### config.mk
export PLATFORM = sky130hd
export DESIGN_NAME = wbxbc_arb_rr
export DESIGN_NICKNAME = d
export VERILOG_FILES = /design/src/rtl/wbxbc_pkg.sv /design/src/rtl/wbxbc_rr_pick.sv /design/src/rtl/wbxbc_arb_rr.sv
export SDC_FILE = /design/constraint.sdc
export NUM_CORES = 1
export LEC_CHECK = 0
export ABC_AREA = 1
export BUFFER_PORTS_ARGS = -buffer_cell sky130_fd_sc_hd__buf_2
export CAP_MARGIN = 40
export CORE_AREA = 3 3 101 103
export CTS_BUF_LIST = sky130_fd_sc_hd__clkbuf_4 sky130_fd_sc_hd__clkbuf_8
export DETAILED_ROUTE_END_ITERATION = 8
export DIE_AREA = 0 0 104 106
export REMOVE_ABC_BUFFERS = 1
export SLEW_MARGIN = 20
export SYNTH_ARGS = -nofsm -noshare
export SYNTH_HDL_FRONTEND = slang
export SYNTH_SLANG_ARGS = --single-unit
### constraint.sdc
create_clock -name clk_i -period 2.7 [get_ports clk_i]
set_input_delay 0.27 -clock clk_i [delete_from_list [all_inputs] [get_ports clk_i]]
set_output_delay 0.27 -clock clk_i [all_outputs]
set_load 0.01 [all_outputs]
### src/rtl/wbxbc_pkg.sv
`default_nettype none
// ============================================================================
// Module      : wbxbc_pkg
// Description : Shared definitions for the round-robin Wishbone arbiter:
//               arbiter state encoding and a constant-evaluable clog2 helper.
// Revision    : 1.0 - initial release
// ============================================================================
package wbxbc_pkg;

    typedef enum logic [0:0] {
        STATE_IDLE = 1'b0,
        STATE_BUSY = 1'b1
    } state_t;

    // Ceiling log2, never below 1 so that index/counter vectors keep a width.
    function automatic int clog2(input int value);
        int r;
        r = 0;
        while ((1 << r) < value) begin
            r = r + 1;
        end
        if (r < 1) begin
            r = 1;
        end
        return r;
    endfunction

endpackage
`default_nettype wire

### src/rtl/wbxbc_rr_pick.sv
`default_nettype none
// ============================================================================
// Module      : wbxbc_rr_pick
// Description : Combinational round-robin priority picker. Scans the request
//               vector starting one position above the last owner, wrapping,
//               and returns a one-hot grant for the first requester found.
// Ports       : i_req  - request vector, one bit per initiator
//               i_last - index of the previous owner (lowest priority now)
//               o_gnt  - one-hot grant, all zero when nothing is requested
// Revision    : 1.0 - initial release
// ============================================================================
module wbxbc_rr_pick #(
    parameter int N  = 4,
    parameter int IW = 2
) (
    input  logic [N-1:0]  i_req,
    input  logic [IW-1:0] i_last,
    output logic [N-1:0]  o_gnt
);

    int   w_idx;
    logic w_found;

    always_comb begin
        o_gnt   = '0;
        w_found = 1'b0;
        w_idx   = 0;
        // Offsets 1..N visit every initiator once, the last owner at the end.
        for (int i = 1; i <= N; i++) begin
            w_idx = int'(i_last) + i;
            if (w_idx >= N) begin
                w_idx = w_idx - N;
            end
            if (!w_found && i_req[IW'(w_idx)]) begin
                o_gnt[IW'(w_idx)] = 1'b1;
                w_found           = 1'b1;
            end
        end
    end

endmodule
`default_nettype wire

### src/rtl/wbxbc_arb_rr.sv
`default_nettype none
// ============================================================================
// Module      : wbxbc_arb_rr
// Description : Round-robin arbiter sharing one pipelined Wishbone target
//               among ITR_CNT pipelined Wishbone initiators. The grant is held
//               for a whole bus cycle (CYC, extended by LOCK), outstanding
//               accepted requests are counted and throttled at MAX_OUT, and
//               responses are returned to the granted initiator only.
// Ports       : clk_i / async_rst_i        - clock, async active-low reset
//               itr_*_i                     - packed per-initiator requests
//               itr_ack/err/rty/stall_o     - per-initiator responses
//               itr_dat_o / itr_tgd_o       - broadcast read data and tag
//               tgt_*_o                     - muxed request to the target
//               tgt_*_i                     - target responses
// Revision    : 1.0 - initial release
// ============================================================================
module wbxbc_arb_rr
    import wbxbc_pkg::*;
#(
    parameter int ITR_CNT    = 4,
    parameter int ADR_WIDTH  = 16,
    parameter int DAT_WIDTH  = 16,
    parameter int SEL_WIDTH  = 2,
    parameter int TGA_WIDTH  = 1,
    parameter int TGC_WIDTH  = 1,
    parameter int TGRD_WIDTH = 1,
    parameter int TGWD_WIDTH = 1,
    parameter int MAX_OUT    = 4
) (
    input  logic                            clk_i,
    input  logic                            async_rst_i,
    input  logic [ITR_CNT-1:0]              itr_cyc_i,
    input  logic [ITR_CNT-1:0]              itr_stb_i,
    input  logic [ITR_CNT-1:0]              itr_we_i,
    input  logic [ITR_CNT-1:0]              itr_lock_i,
    input  logic [ITR_CNT*SEL_WIDTH-1:0]    itr_sel_i,
    input  logic [ITR_CNT*ADR_WIDTH-1:0]    itr_adr_i,
    input  logic [ITR_CNT*DAT_WIDTH-1:0]    itr_dat_i,
    input  logic [ITR_CNT*TGA_WIDTH-1:0]    itr_tga_i,
    input  logic [ITR_CNT*TGC_WIDTH-1:0]    itr_tgc_i,
    input  logic [ITR_CNT*TGWD_WIDTH-1:0]   itr_tgd_i,
    output logic [ITR_CNT-1:0]              itr_ack_o,
    output logic [ITR_CNT-1:0]              itr_err_o,
    output logic [ITR_CNT-1:0]              itr_rty_o,
    output logic [ITR_CNT-1:0]              itr_stall_o,
    output logic [DAT_WIDTH-1:0]            itr_dat_o,
    output logic [TGRD_WIDTH-1:0]           itr_tgd_o,
    output logic                            tgt_cyc_o,
    output logic                            tgt_stb_o,
    output logic                            tgt_we_o,
    output logic                            tgt_lock_o,
    output logic [SEL_WIDTH-1:0]            tgt_sel_o,
    output logic [ADR_WIDTH-1:0]            tgt_adr_o,
    output logic [DAT_WIDTH-1:0]            tgt_dat_o,
    output logic [TGA_WIDTH-1:0]            tgt_tga_o,
    output logic [TGC_WIDTH-1:0]            tgt_tgc_o,
    output logic [TGWD_WIDTH-1:0]           tgt_tgd_o,
    input  logic                            tgt_ack_i,
    input  logic                            tgt_err_i,
    input  logic                            tgt_rty_i,
    input  logic                            tgt_stall_i,
    input  logic [DAT_WIDTH-1:0]            tgt_dat_i,
    input  logic [TGRD_WIDTH-1:0]           tgt_tgd_i
);

    localparam int IW = clog2(ITR_CNT);
    localparam int CW = clog2(MAX_OUT + 1);
    localparam logic [CW-1:0] C_MAX_OUT = CW'(MAX_OUT);

    state_t              r_state;
    logic [ITR_CNT-1:0]  r_gnt;
    logic [IW-1:0]       r_last;
    logic [CW-1:0]       r_cnt;

    logic [ITR_CNT-1:0]  w_pick;
    logic [IW-1:0]       w_gidx;
    logic                w_busy;
    logic                w_cyc;
    logic                w_stb;
    logic                w_we;
    logic                w_lock;
    logic [SEL_WIDTH-1:0]  w_sel;
    logic [ADR_WIDTH-1:0]  w_adr;
    logic [DAT_WIDTH-1:0]  w_dat;
    logic [TGA_WIDTH-1:0]  w_tga;
    logic [TGC_WIDTH-1:0]  w_tgc;
    logic [TGWD_WIDTH-1:0] w_tgd;
    logic                w_full;
    logic                w_acc;
    logic                w_rsp;
    logic                w_release;

    wbxbc_rr_pick #(
        .N  (ITR_CNT),
        .IW (IW)
    ) u_pick (
        .i_req  (itr_cyc_i),
        .i_last (r_last),
        .o_gnt  (w_pick)
    );

    // One-hot AND-OR selection of the granted slice; r_gnt is zero in IDLE,
    // which makes every selected field zero there as well.
    always_comb begin
        w_gidx = '0;
        w_cyc  = 1'b0;
        w_stb  = 1'b0;
        w_we   = 1'b0;
        w_lock = 1'b0;
        w_sel  = '0;
        w_adr  = '0;
        w_dat  = '0;
        w_tga  = '0;
        w_tgc  = '0;
        w_tgd  = '0;
        for (int i = 0; i < ITR_CNT; i++) begin
            if (r_gnt[i]) begin
                w_gidx = IW'(i);
                w_cyc  = itr_cyc_i[i];
                w_stb  = itr_stb_i[i];
                w_we   = itr_we_i[i];
                w_lock = itr_lock_i[i];
                w_sel  = itr_sel_i[i*SEL_WIDTH +: SEL_WIDTH];
                w_adr  = itr_adr_i[i*ADR_WIDTH +: ADR_WIDTH];
                w_dat  = itr_dat_i[i*DAT_WIDTH +: DAT_WIDTH];
                w_tga  = itr_tga_i[i*TGA_WIDTH +: TGA_WIDTH];
                w_tgc  = itr_tgc_i[i*TGC_WIDTH +: TGC_WIDTH];
                w_tgd  = itr_tgd_i[i*TGWD_WIDTH +: TGWD_WIDTH];
            end
        end
    end

    assign w_busy    = (r_state == STATE_BUSY);
    assign w_full    = (r_cnt == C_MAX_OUT);

    assign tgt_cyc_o  = w_busy & w_cyc;
    assign tgt_stb_o  = w_busy & w_stb & ~w_full;
    assign tgt_lock_o = w_busy & w_lock;
    assign tgt_we_o   = w_we;
    assign tgt_sel_o  = w_sel;
    assign tgt_adr_o  = w_adr;
    assign tgt_dat_o  = w_dat;
    assign tgt_tga_o  = w_tga;
    assign tgt_tgc_o  = w_tgc;
    assign tgt_tgd_o  = w_tgd;

    assign itr_dat_o  = tgt_dat_i;
    assign itr_tgd_o  = tgt_tgd_i;

    // Responses only reach the owner, and only while its cycle is open so
    // that late responses after an abort are swallowed.
    assign itr_ack_o  = r_gnt & {ITR_CNT{tgt_ack_i & tgt_cyc_o}};
    assign itr_err_o  = r_gnt & {ITR_CNT{tgt_err_i & tgt_cyc_o}};
    assign itr_rty_o  = r_gnt & {ITR_CNT{tgt_rty_i & tgt_cyc_o}};

    always_comb begin
        itr_stall_o = '1;
        if (w_busy) begin
            itr_stall_o = ~r_gnt | {ITR_CNT{tgt_stall_i | w_full}};
        end
    end

    assign w_acc     = tgt_cyc_o & tgt_stb_o & ~tgt_stall_i;
    assign w_rsp     = tgt_ack_i | tgt_err_i | tgt_rty_i;
    assign w_release = w_busy & ~w_cyc & ~w_lock;

    always_ff @(posedge clk_i or negedge async_rst_i) begin
        if (!async_rst_i) begin
            r_state <= STATE_IDLE;
            r_gnt   <= '0;
            r_last  <= IW'(ITR_CNT - 1);
            r_cnt   <= '0;
        end else begin
            case (r_state)
                STATE_IDLE: begin
                    r_cnt <= '0;
                    if (|itr_cyc_i) begin
                        r_gnt   <= w_pick;
                        r_state <= STATE_BUSY;
                    end
                end
                STATE_BUSY: begin
                    if (w_release) begin
                        // Anything still outstanding is abandoned here.
                        r_state <= STATE_IDLE;
                        r_gnt   <= '0;
                        r_last  <= w_gidx;
                        r_cnt   <= '0;
                    end else if (w_acc && !w_rsp) begin
                        r_cnt <= r_cnt + CW'(1);
                    end else if (!w_acc && w_rsp && (r_cnt != '0)) begin
                        r_cnt <= r_cnt - CW'(1);
                    end
                end
                default: begin
                    r_state <= STATE_IDLE;
                end
            endcase
        end
    end

endmodule
`default_nettype wire
==> results of run 1 <==
[metal layers]
metal,wire length [µm],track usage [%]
met1,4630,23.5
met2,5500,31.8
met3,1380,7.41
met4,95,2.18
met5,20,0
[per-stage QoR]
step / util (%) / std cells
after CTS: 37.8 / 752
after global routing: 37.8 / 752
after floorplan: - / 384
after global placement: 37.1 / 747
final: 37.8 / 752
after detailed placement: 37.1 / 747
[flip-flops by register name, summed over array words and instances, names as in the netlist]
| name | flops |
|---|---|
| r_cnt | 3 |
| r_gnt | 4 |
| r_last | 2 |
| r_state | 1 |
[report_power, final]
part | internal (mW) | switching, mW
registers | 0.212 | 0.0850
logic | 0.941 | 1.66
clock network | 0.128 | 0.0608
[layout make-up]
| cell class | count | area, µm² |
|---|---|---|
| clock buffer | 4 | 55.1 |
| fill | 1026 | 5770 |
| sequential | 10 | 253 |
| multi-input combinational | 337 | 1690 |
| timing repair buffer | 235 | 1210 |
| tap | 129 | 161 |
| inverter | 37 | 139 |
[placed cells by master, fill, tap and decap left out, types with 2 or more instances in the layout]
master / count
nor2_1: 16
dfstp_2: 2
nand2_2: 2
inv_2: 5
a22oi_1: 11
nand2_1: 169
nand4_1: 32
buf_4: 7
nand3_1: 50
nand3_2: 2
dfrtp_1: 8
clkbuf_8: 4
ha_1: 8
o21ai_0: 17
nor3_1: 3
nor2_2: 4
nor2_4: 4
o21ai_1: 3
a21oi_1: 6
inv_1: 32
buf_2: 226
[kinds of logic after synthesis]
family	count (synthesis)	share of synthesized area (%)
AOI/OAI and AO/OA	42	11.3
buffers and inverters	76	16.0
and+or+nand+nor	286	56.6
DFF	10	10.9
adders and majority gates	9	5.20
[worst reg2reg max path, stage by stage (launching register included)]
cell	delay (ps)
dfstp_2	650
inv_1	140
ha_1	380
inv_1	70
nand2_1	100
nand2_1	110
inv_1	70
nand2_1	80
nor3_2	240
nand2_1	80
nand3_1	90
nand2_1	50
nand2_1	60
[path summary, 6_finish.rpt]
check / from / to / slack, ps / depth (start not counted)
worst min-delay path: async_rst_i / r_gnt[0] / 430 / 2
worst min register to register: r_gnt[1] / r_gnt[1] / 580 / 2
worst max-delay path: r_gnt[2] / tgt_we_o / 520 / 7
max in group asynchronous: async_rst_i / r_last[0] / 2020 / 2
min in group clk_i: itr_lock_i[0] / r_last[1] / 480 / 6
worst max register to register: r_last[0] / r_gnt[2] / 530 / 12
[timing repair]
action                     4_1_cts  5_1_grt
hold endpoints to repair         8        0
hold buffers                     1        0
setup endpoints to repair        0        0
==> run_results.csv, run 1 <==
group,metric,value,unit
setup_path,critical_path_class,"register to output pin",
routing,drcViolationCount,0,
routing,wl_per_cell,15.5,µm
placed_design,gp_congestion,0.955,
sta,fmax,459,MHz
logic_synthesis,post-synth-top-count-cell,"nand2_1",
routing,routed_wirelength,11600,µm
logic_synthesis,yosysSeqAreaShare,10.9,%
clocking,worstSkewPairLatency,240,ps
clocking,ctsLongestPathBuffers,2,
sta,grt_setup_unrepaired,"false",
logic_synthesis,synth_common_cells,"169 x nand2_1, 50 x nand3_1, 32 x inv_1, 32 x nand4_1",
logic_synthesis,netlist_area,2310,µm²
logic_synthesis,netlist.area_leader.share,27.5,%
sta,setup_viol,0,
logic_synthesis,synth_cells,423,
sta,fin_ws,523,ps
clocking,cts_root_buf,"clkbuf_8",
die,core,9280,µm²
sta,setup-tns-final,0,ps
power,ir_drop,664,µV
placed_design,hpwlAfterDp,9680,µm
sta,min_period_over_period,80.6,%
setup_path,crit_path_max_incr_delay,450,ps
die,ios,261,
layout,drive_gt1_share,42.1,%
die,die_h,106,µm
global_routing,antenna_found_initial,1,
layout,area_growth,52.1,%
logic_synthesis,syn_avg_cell_area,5.46,µm²
setup_path,cpLargestDelayFamily,"simple AND/OR/NAND/NOR gates",
die,row_count,35,
clocking,htree_levels,1,
clocking,cts_buffers,3,
placed_design,preCtsSetupSlack,530,ps
sta,final_hold_viol_count,0,
setup_path,cp_common_cell,"nand2_1",
clocking,clk_pin_slew,50,ps
global_routing,grt_pass1_wl,17200,µm
layout,nets,820,
sta,holdWs,425,ps
logic_synthesis,yosys.area.top_type,"nand2_1",
sta,tightest_slew,627,ps
placed_design,post_dp_cell_area,3450,µm²
layout,final_area,3510,µm²
logic_synthesis,async_flop_share,100,%
logic_synthesis,ys.flop_type,"dfrtp_1",
clocking,post_cts_buffers,0,
setup_path,crit_fanout,26,
setup_path,endpoint_kind,"output pin",
logic_synthesis,synth_edf_count,0,
logic_synthesis,ys_ff_latch,10,
sta,slew_viol_final,0,
logic_synthesis,synth_area_leaders,"nand2_1 27%, nand3_1 11%, dfrtp_1 8.7%, nand4_1 8.7%, buf_4 5.5%",
routing,drt-initial-drc-count,307,
die,initial_core_util,24.9,%
clocking,cts_resized,0,
routing,via_per_inst,4.79,
global_routing,grt_pass1_vias,3289,
logic_synthesis,yosysWarningCount,0,
sta,min_period,2180,ps
setup_path,path_buf_inv,2,
status,status,"complete, no violations",
setup_path,path_cells,"nor2_2, buf_4, nand2_1, nand2_1, o21ai_0, nand2_1, buf_2",
power,power_density,879,nW/µm²
setup_path,arrival,1910,ps
clocking,cts_tree,"done",
power,finalPower,3.09,mW
routing,vias,3602,
setup_path,critPathRequiredTime,2430,ps
layout,diodes,0,
placed_design,numPortBuffers,226,
sta,skew,1.91,ps
global_routing,grt_max_degree,49,
sta,slew_headroom,57.9,%
logic_synthesis,ys_types,33,
routing,first_pass_iters,5,
setup_path,cp_slowest_cell,"dfrtp_1",
run,cap_viol_max_count,0,
die,die_width,104,µm
setup_path,start_kind,"register",
routing,antenna_left,0,
hold_path,hold_path_class,"input port to async pin",
global_routing,track_usage,18.9,%
die,die_area,11000,µm²
global_routing,grt_overflow,0,
power,p_leak,2.01,nW
clocking,cts_sinks,10,
Power figures use the tool's default switching activity.
==> run 2, diff against run 1 <==
--- a/config.mk
+++ b/config.mk
@@ -5,13 +5,13 @@
 export SDC_FILE = /design/constraint.sdc
 export NUM_CORES = 1
 export LEC_CHECK = 0
-export ABC_AREA = 1
+export ABC_AREA = 0
 export BUFFER_PORTS_ARGS = -buffer_cell sky130_fd_sc_hd__buf_2
 export CAP_MARGIN = 40
-export CORE_AREA = 3 3 101 103
+export CORE_AREA = 3 3 100 102
 export CTS_BUF_LIST = sky130_fd_sc_hd__clkbuf_4 sky130_fd_sc_hd__clkbuf_8
 export DETAILED_ROUTE_END_ITERATION = 8
-export DIE_AREA = 0 0 104 106
+export DIE_AREA = 0 0 103 105
 export REMOVE_ABC_BUFFERS = 1
 export SLEW_MARGIN = 20
 export SYNTH_ARGS = -nofsm -noshare
==> constraint.sdc (replaced) <==
create_clock -name clk_i -period 2.15 [get_ports clk_i]
set_input_delay 0.215 -clock clk_i [delete_from_list [all_inputs] [get_ports clk_i]]
set_output_delay 0.215 -clock clk_i [all_outputs]
set_load 0.01 [all_outputs]
==> run 2 against run 1 <==
Critical path depth increased by 1. Wire length increased by 30%. Sequential power increased by 16%. Combinational power increased by 70%. The run now ends with setup timing left. Via count decreased by 2.9%. Global-route usage increased by 6.2 points.
==> run_results.csv, run 2 <==
group,metric,value,unit
status,status,"finished, violations left",
status,violations,"setup timing",
sta,setup_viol,27,
sta,tightest_slew,434,ps
placed_design,gp_congestion,0.880,
routing,via_per_inst,5.36,
routing,antenna_left,0,
power,power_density,1180,nW/µm²
sta,skew,8.47,ps
placed_design,numPortBuffers,226,
layout,largest_reg_flops,4,
global_routing,grt_max_degree,49,
placed_design,preCtsSetupSlack,-634,ps
logic_synthesis,yosysSeqAreaShare,11.3,%
clocking,cts_buffers,3,
routing,routed_wirelength,15100,µm
setup_path,crit_path_max_incr_delay,540,ps
layout,diodes,0,
setup_path,r2r-end,"r_cnt[1]",
sta,holdWs,365,ps
routing,drt-initial-drc-count,157,
layout,final_core_util,46.1,%
global_routing,grt_pass1_wl,19900,µm
logic_synthesis,synth-xor-area-share,0,%
global_routing,antenna_found_initial,0,
layout,fillCellCount,926,
logic_synthesis,synthMuxAreaShare,4.90,%
setup_path,r2r_start,"r_gnt[3]",
sta,slew_viol_final,0,
sta,min_period,2580,ps
setup_path,critical_path_class,"register to register",
logic_synthesis,async_flop_share,100,%
die,ios,261,
sta,min_period_over_period,120,%
clocking,cts_tree,"done",
global_routing,grt_overflow,0,
logic_synthesis,ys.flop_type,"dfrtp_1",
setup_path,ff2ff_path_depth,8,
setup_path,ff2ff_setup_slack,-430,ps
logic_synthesis,synth_cells,297,
logic_synthesis,synth_fa_ha_area_share,5.35,%
routing,drcViolationCount,0,
clocking,clk_pin_slew,60,ps
clocking,htree_levels,1,
sta,final_hold_viol_count,0,
routing,first_pass_iters,4,
layout,drive_gt1_share,67.7,%
logic_synthesis,syn_avg_cell_area,7.56,µm²
logic_synthesis,synth_compound_area_share,46.7,%
hold_path,hold_path_class,"input port to async pin",
logic_synthesis,ys_ff_latch,10,
die,core,9200,µm²
setup_path,cpLargestDelayFamily,"simple AND/OR/NAND/NOR gates",
logic_synthesis,netlist_area,2250,µm²
global_routing,track_usage,25.0,%
logic_synthesis,yosys.area.top_type,"a22oi_1",
layout,final_common_cell,"buf_2",
die,die_area,10800,µm²
setup_path,cp_slowest_cell,"or4_4",
die,die_width,103,µm
layout,area_growth,88.8,%
placed_design,post_dp_cell_area,3580,µm²
power,finalPower,5.00,mW
logic_synthesis,synth_edf_count,0,
setup_path,endpoint_kind,"register",
global_routing,grt_pass1_vias,3326,
clocking,ctsLongestPathBuffers,2,
setup_path,arrival,2750,ps
clocking,worstSkewPairLatency,250,ps
sta,slew_headroom,71.1,%
layout,final_area,4240,µm²
logic_synthesis,synth_simple_gate_area_share,18.1,%
logic_synthesis,synth_top_family_by_area,"compound AO/OA/AOI/OAI gates",
sta,setup-tns-final,-1900,ps
setup_path,start_kind,"register",
logic_synthesis,yosysWarningCount,0,
sta,fmax,388,MHz
logic_synthesis,synth_area_leaders,"a22oi_1 26%, o21ai_0 9.8%, dfrtp_1 8.9%, buf_4 6.4%, ha_1 4.5%",
clocking,cts_root_buf,"clkbuf_8",
die,initial_core_util,24.4,%
sta,fin_ws,-429,ps
setup_path,path_buf_inv,1,
setup_path,path_cells,"buf_6, a211oi_2, a211o_1, nor4b_4, and2_4, fa_2, or4_4, a31oi_4",
layout,nets,738,
logic_synthesis,netlist.area_leader.share,25.7,%
layout,stdcell_count,652,
logic_synthesis,post-synth-top-count-cell,"a22oi_1",
layout,top_register,"r_gnt",
power,p_leak,2.05,nW
layout,mostFrequentLayoutCells,"214 x buf_2, 49 x buf_4, 39 x a22oi_1",
routing,wl_per_cell,23.1,µm
run,cap_viol_max_count,0,
die,row_count,35,
logic_synthesis,synth_common_cells,"77 x a22oi_1, 44 x o21ai_0, 19 x buf_4",
setup_path,crit_fanout,4,
sta,grt_setup_unrepaired,"true",
routing,vias,3496,
placed_design,hpwlAfterDp,12200,µm
placed_design,dp_cells,627,
layout,reg_top3,"r_gnt x4, r_cnt x3, r_last x2",
logic_synthesis,ys_types,52,
setup_path,critPathRequiredTime,2320,ps
power,ir_drop,382,µV
die,die_h,105,µm
clocking,cts_sinks,10,
-- run 2: changes by cell type after synthesis, sizes merged, moves of 4 or more --
cell    previous run  this run
a22oi             11        77
a32oi              0         4
and3               0        12
clkbuf             9        19
inv               37         9
nand2            171        12
nand3             53         0
nand4             33         1
nor2              24        14
nor2b              0         4
o21ai             20        44
-- run 2: where the power goes --
group / internal (mW) / switching, mW / total, mW
Clock: 0.143 / 0.0874 / 0.231
Combinational: 2.09 / 2.34 / 4.43
Sequential: 0.278 / 0.0670 / 0.345
Total: 2.51 / 2.50 / 5.00
-- run 2: worst max path at each step --
stage / startpoint / to / cells after the start
finish: r_gnt[3] / r_cnt[1] / 8
detailed placement: r_gnt[3] / r_cnt[1] / 7
CTS: r_gnt[3] / r_cnt[1] / 8
global route: r_gnt[3] / r_cnt[1] / 8
global placement: r_gnt[3] / r_cnt[1] / 7
floorplan: r_gnt[3] / r_cnt[1] / 7
-- run 2: cell families after synthesis --
kind of cell               after synthesis
AOI/OAI and AO/OA                      149
DFF                                     10
adders and majority gates                9
muxes                                    6
buffers and inverters                   56
and+or+nand+nor                         67
-- run 2: layout make-up --
class	instances	area [µm²]	area share (%)
inverter	9	33.8	0.797
tap	111	139	3.28
multi-input combinational	231	1980	46.7
timing repair buffer	287	1780	42.0
sequential	10	255	6.02
clock buffer	4	48.8	1.15
-- run 2: routing by layer --
metal / share of wire (%) / GRT usage (%) / up-vias
met3: 13 / 12.0 / 29
met1: 36 / 27.5 / 1627
met5: 0.54 / 6.15 / -
met4: 5.8 / 9.62 / 2
li1: - / - / 1649
met2: 45 / 40.4 / 189
-- run 2: timing repair --
item	CTS	global route
cloned	2	2
gates resized for setup	55	81
pin swaps	7	8
endpoints found under the setup margin	31	57
buffers inserted	9	10
endpoints found under the hold margin	8	0
hold buffers	1	0
